`src/rtl/mem_bus_arbiter.sv`:
```
// Round-robin N-master to 1-slave memory bus arbiter with a registered request
// latch, a configurable slave read latency and a one-cycle acknowledge pulse.
module mem_bus_arbiter #(
  parameter int NMASTERS     = 2,
  parameter int ADDR_W       = 32,
  parameter int DATA_W       = 32,
  parameter int READ_LATENCY = 1
) (
  input  logic                          iCLK,
  input  logic                          iRST,
  input  logic [NMASTERS-1:0]           iReq,
  input  logic [NMASTERS-1:0]           iWrite,
  input  logic [NMASTERS*DATA_W/8-1:0]  iByteEnable,
  input  logic [NMASTERS*ADDR_W-1:0]    iAddress,
  input  logic [NMASTERS*DATA_W-1:0]    iWriteData,
  output logic [NMASTERS-1:0]           oAck,
  output logic [NMASTERS-1:0]           oGrant,
  output logic [DATA_W-1:0]             oReadData,
  output logic                          oBusy,
  output logic                          oMReadEnable,
  output logic                          oMWriteEnable,
  output logic [DATA_W/8-1:0]           oMByteEnable,
  output logic [ADDR_W-1:0]             oMAddress,
  output logic [DATA_W-1:0]             oMWriteData,
  input  logic [DATA_W-1:0]             iMReadData
);

  localparam int BE_W  = DATA_W / 8;
  localparam int IDX_W = $clog2(NMASTERS);
  localparam int CNT_W = $clog2(READ_LATENCY + 1);

  typedef enum logic [1:0] {IDLE, ACCESS, WAIT, DONE} state_e;

  state_e             state_q, state_d;
  logic [IDX_W-1:0]   owner_q, owner_d;
  logic [IDX_W-1:0]   last_q, last_d;
  logic               write_q, write_d;
  logic [BE_W-1:0]    be_q, be_d;
  logic [ADDR_W-1:0]  addr_q, addr_d;
  logic [DATA_W-1:0]  wdata_q, wdata_d;
  logic [DATA_W-1:0]  rdata_q, rdata_d;
  logic [CNT_W-1:0]   cnt_q, cnt_d;

  logic               found;
  logic [IDX_W-1:0]   win_idx;
  logic [IDX_W-1:0]   cand_idx;
  int                 cand;
  logic               sel_write;
  logic [BE_W-1:0]    sel_be;
  logic [ADDR_W-1:0]  sel_addr;
  logic [DATA_W-1:0]  sel_wdata;

  // Search starts one past the last owner, so the previous winner is checked last.
  always_comb begin
    // NOTE: every combinational output gets a default first; a missed branch would otherwise infer a latch.
    found    = 1'b0;
    win_idx  = '0;
    cand     = 0;
    cand_idx = '0;
    for (int i = 1; i <= NMASTERS; i++) begin
      cand     = (int'(last_q) + i) % NMASTERS;
      cand_idx = IDX_W'(cand);
      if (!found && iReq[cand_idx]) begin
        found   = 1'b1;
        win_idx = cand_idx;
      end
    end
  end

  always_comb begin
    sel_write = 1'b0;
    sel_be    = '0;
    sel_addr  = '0;
    sel_wdata = '0;
    for (int k = 0; k < NMASTERS; k++) begin
      if (win_idx == IDX_W'(k)) begin
        sel_write = iWrite[k];
        sel_be    = iByteEnable[k*BE_W +: BE_W];
        sel_addr  = iAddress[k*ADDR_W +: ADDR_W];
        sel_wdata = iWriteData[k*DATA_W +: DATA_W];
      end
    end
  end

  always_ff @(posedge iCLK) begin
    // NOTE: the datapath latch is reset too, since every output must read 0 straight after reset.
    if (!iRST) begin
      state_q <= IDLE;
      owner_q <= '0;
      last_q  <= IDX_W'(NMASTERS - 1);
      write_q <= 1'b0;
      be_q    <= '0;
      addr_q  <= '0;
      wdata_q <= '0;
      rdata_q <= '0;
      cnt_q   <= '0;
    end else begin
      // NOTE: non-blocking assignments keep every flop sampling pre-edge values.
      state_q <= state_d;
      owner_q <= owner_d;
      last_q  <= last_d;
      write_q <= write_d;
      be_q    <= be_d;
      addr_q  <= addr_d;
      wdata_q <= wdata_d;
      rdata_q <= rdata_d;
      cnt_q   <= cnt_d;
    end
  end

  always_comb begin
    state_d = state_q;
    owner_d = owner_q;
    last_d  = last_q;
    write_d = write_q;
    be_d    = be_q;
    addr_d  = addr_q;
    wdata_d = wdata_q;
    rdata_d = rdata_q;
    cnt_d   = cnt_q;
    case (state_q)
      IDLE: begin
        if (found) begin
          state_d = ACCESS;
          owner_d = win_idx;
          write_d = sel_write;
          be_d    = sel_be;
          addr_d  = sel_addr;
          wdata_d = sel_wdata;
        end
      end
      ACCESS: begin
        if (write_q) begin
          state_d = DONE;
        end else begin
          state_d = WAIT;
          cnt_d   = CNT_W'(READ_LATENCY);
        end
      end
      WAIT: begin
        // Counter runs READ_LATENCY down to 1; the slave data is valid in the count-1 cycle.
        if (cnt_q == CNT_W'(1)) begin
          rdata_d = iMReadData;
          state_d = DONE;
        end else begin
          cnt_d = cnt_q - CNT_W'(1);
        end
      end
      DONE: begin
        last_d  = owner_q;
        state_d = IDLE;
      end
      default: state_d = IDLE;
    endcase
  end

  always_comb begin
    oGrant = '0;
    oAck   = '0;
    if (state_q != IDLE) oGrant[owner_q] = 1'b1;
    if (state_q == DONE) oAck[owner_q]   = 1'b1;
    oBusy         = (state_q != IDLE);
    oMReadEnable  = (state_q == ACCESS) && !write_q;
    oMWriteEnable = (state_q == ACCESS) && write_q;
    oMByteEnable  = (state_q == ACCESS) ? be_q : '0;
    oMAddress     = addr_q;
    oMWriteData   = wdata_q;
    oReadData     = rdata_q;
  end

endmodule

```
`config.mk`:
```
export PLATFORM = sky130hd
export DESIGN_NAME = mem_bus_arbiter
export DESIGN_NICKNAME = d
export VERILOG_FILES = /design/src/rtl/mem_bus_arbiter.sv
export SDC_FILE = /design/constraint.sdc
export NUM_CORES = 1
export LEC_CHECK = 0
export ABC_AREA = 1
export BUFFER_PORTS_ARGS = -buffer_cell sky130_fd_sc_hd__buf_4
export CAP_MARGIN = 5
export CORE_ASPECT_RATIO = 1.5
export CORE_MARGIN = 2
export CORE_UTILIZATION = 40
export CTS_CLUSTER_DIAMETER = 100
export CTS_CLUSTER_SIZE = 20
export DETAILED_ROUTE_END_ITERATION = 10
export PLACE_DENSITY = 0.81
export SETUP_SLACK_MARGIN = 0.5
export SLEW_MARGIN = 20
export SYNTH_ARGS = -nofsm -noshare
export SYNTH_HDL_FRONTEND = slang
export SYNTH_SLANG_ARGS = --single-unit
```
`constraint.sdc`:
```
create_clock -name iCLK -period 1.7 [get_ports iCLK]
set_clock_uncertainty 0.15 [all_clocks]
set_input_delay 0 -clock iCLK [delete_from_list [all_inputs] [get_ports iCLK]]
set_output_delay 0 -clock iCLK [all_outputs]
set_load 0.05 [all_outputs]
```
==> summary.txt <==
Clock tree
  • CTS buffer count: 9
  • Worst-path clk slew: about 0.070 ns
  • Clock sink count: 106
  • Root cell of the clock tree: clkbuf_16
  • Latest clock arrival within the worst-skew pair: about 0.33 ns
  • CTS tree: built
  • Clock buffer depth: 2
  • # H-tree levels: 3

Place
  • Placed cell area: 7052 um2
  • Post-DP HPWL: between 10,000 and 15,000 um
  • Routability Congestion: ~0.82
  • PortBufs: 280
  • Pre-CTS WS: approximately 0.17 ns

Routing
  • Routed WL per cell: 20.22 um
  • Initial DRT Pass Iterations: 5
  • Vias/cell: 5.591
  • Routed Antenna Nets: 0
  • Post-Route WL: between 20,000 and 30,000 um
  • Residual DRC: 0
  • Iteration-0 DRC Markers: about 560
  • Vias: between 7k and 8k

Logic synthesis
  • Cell count after synthesis: a little over 700
  • Netlist Area Pre-Place: ~4800 um2
  • Avg Cell Area, Syn: around 6.6 um2
  • Seq/Total Area, Yosys: 0.4455
  • Synthesized net count: just over 900
  • Register bit count reported by yosys: 106
  • Distinct cell type count after synthesis: 18
  • Yosys warns: 0

Pwr
  • Leak Pwr: slightly below 5 nW
  • Seq pwr share: 0.245
  • Int Pwr: between 8 and 9 mW
  • Tot Pwr: about 15 mW
  • Peak supply drop: 1.116 mV
  • Switching power: just over 7 mW
  • Pwr/cell area: approximately 1500 nW/um2
  • Clk pwr share: 0.146
  • Sw frac: 0.4663
  • Logic pwr share: 0.609

Cells and area
  • Design Area, Final: ~10,000 um2
  • Layout area overhead: 110.6%
  • Post-layout nets: between 1k and 1.5k
  • Leading cell types in the layout, fill and taps excluded: 283 x buf_4, 170 x nor2_1, 170 x dlygate4sd3_1
  • Fillers: 507
  • Most common cell after layout, fill and taps aside: buf_4
  • Share of cells above drive strength 1: 0.3477
  • Core Util, Final: 0.8654

Critical path
  • Critical Path Source Type: flip-flop
  • Worst EP required: 1.81 ns
  • Crit path capture type: flip-flop
  • Setup CP Type: flip-flop to flip-flop
  • Critical Path AT: about 1.7 ns
  • CP Max Fanout: 7

Timing
  • Crit path time final: between 1.5 and 2 ns
  • Fin Setup TNS: 0 ns
  • Slew @ Worst Pin: 0.4347 ns
  • FMAX: approximately 620 MHz
  • Setup Viol. Count Final: 0
  • Setup ws final: ~0.088 ns
  • Final Cycle Share: 0.9484
  • Max-slew violation count: 0
  • Unrepaired setup endpoints after global routing: true
  • Slew headroom: 0.7091
  • Final Hold Vio Count: 0

Global routing
  • GRT Overall Usage: 0.3401
  • Initial antenna violation count: 0
  • Largest net degree at the start of global routing: approximately 110
  • First-pass GRT wire length: 34,330 um
  • Vias in the first global route: ~7.1k
  • Global route overflow: 0

Floorplan
  • Core Area: between 10,000 and 15,000 um2
  • Io pins: 281
  • Num rows: 48
  • Initial core utilization: 0.4109
  • Die Y-Extent: about 140 um
  • Die area: around 13,000 um2
  • Die width: 93.10 um

Min path
  • Hold crit path type: input port to flip-flop

Job
  • Max Cap Viol: 0

Outcome
  • Run status: finished, final reports clean
==> worst paths after layout <==
path	depth (start not counted)	start	end	slack, ns
worst min register to register	2	last_q$_SDFFE_PN1N_	last_q$_SDFFE_PN1N_	0.33
worst max register to register	8	state_q[1]$_SDFFE_PN0P_	oMAddress[3]$_SDFFE_PN0P_	0.09
worst min-delay path	3	iRST	last_q$_SDFFE_PN1N_	0.04
worst max-delay path	8	state_q[1]$_SDFFE_PN0P_	oMAddress[3]$_SDFFE_PN0P_	0.09
==> repair_timing <==
action                     in CTS  in global routing
setup endpoints to repair     116                116
pin swaps                       6                 36
gates resized for setup        49                 97
hold buffers                  170                  0
buffers inserted                9                  7
gates cloned                    3                 14
hold endpoints to repair      101                  0
==> power by group through the flow <==
stage               Combinational (mW)  Sequential [mW]  Clock (mW)
global placement                  6.66             3.61           0
detailed placement                6.76             3.62           0
CTS                               7.49             3.62        2.25
finish                            9.30             3.75        2.23
global route                      9.67             3.80        2.36
floorplan                         2.40             5.78           0
==> synth_stat cells <==
library cell / instances / area share
buf_2: 9 / 0.0095
nor2_4: 1 / 0.0024
nand2_2: 1 / 0.0013
buf_6: 3 / 0.0071
buf_1: 5 / 0.0039
buf_4: 1 / 0.0016
nand3_1: 72 / 0.076
nand2_1: 157 / 0.12
o21ai_0: 98 / 0.10
ha_1: 4 / 0.011
inv_1: 16 / 0.013
dfxtp_1: 106 / 0.45
o21ai_1: 5 / 0.0053
clkbuf_1: 35 / 0.028
inv_2: 1 / 0.00079
o21ai_2: 1 / 0.0018
a21boi_0: 1 / 0.0016
nor2_1: 211 / 0.17
==> sequential cells by signal (all words and copies together) (netlist names) <==
signal	count
be_q	4
cnt_q	1
last_q	1
oMAddress	32
oMWriteData	32
oReadData	32
owner_q	1
state_q	2
write_q	1
==> per-stage QoR <==
stage / instances / hold slack, ns
floorplan: 727 / 0.01338
global placement: 1117 / 0.09961
detailed placement: 1117 / 0.1075
CTS: 1314 / -0.03117
global route: 1335 / 0.04098
finish: 1336 / 0.03891
==> critical path, cell delays in order (launching register included) <==
cell       delay, ns
dfxtp_4         0.36
inv_4           0.08
ha_4            0.18
inv_8           0.04
nor2_4          0.17
buf_12          0.17
clkbuf_16       0.16
o21ai_1         0.09
nor2_1          0.15
==> final cells by class <==
class                   count  area, um2  area share
repair buffers            495       4594      0.4580
well taps                 150      187.7     0.01871
inverters                  17      91.34    0.009106
multi-input cells         552       2706      0.2698
clock inverters             4      76.32    0.007609
diodes                      1      2.502   0.0002495
flip-flops and latches    106       2130      0.2123
clock buffers              11      242.7     0.02420
==> kinds of logic (layout without fill, tap and decap cells) <==
logic type / after synthesis / in the layout / share of synthesized area
AO/OA/AOI/OAI: 105 / 106 / 0.1116
adder cells (fa/ha/maj): 4 / 4 / 0.01051
buffers and inverters: 70 / 527 / 0.06304
flip-flops: 106 / 106 / 0.4455
other: 0 / 1 / 0
AND/OR/NAND/NOR: 442 / 442 / 0.3693
==> metal layers <==
metal / global-route usage / routed length (um)
met1: 0.3449 / 8865
met2: 0.5978 / 13250
met3: 0.09081 / 2624
met4: 0.2443 / 2275
met5: 0 / 0
No activity file was read; power rests on OpenSTA's default activity.
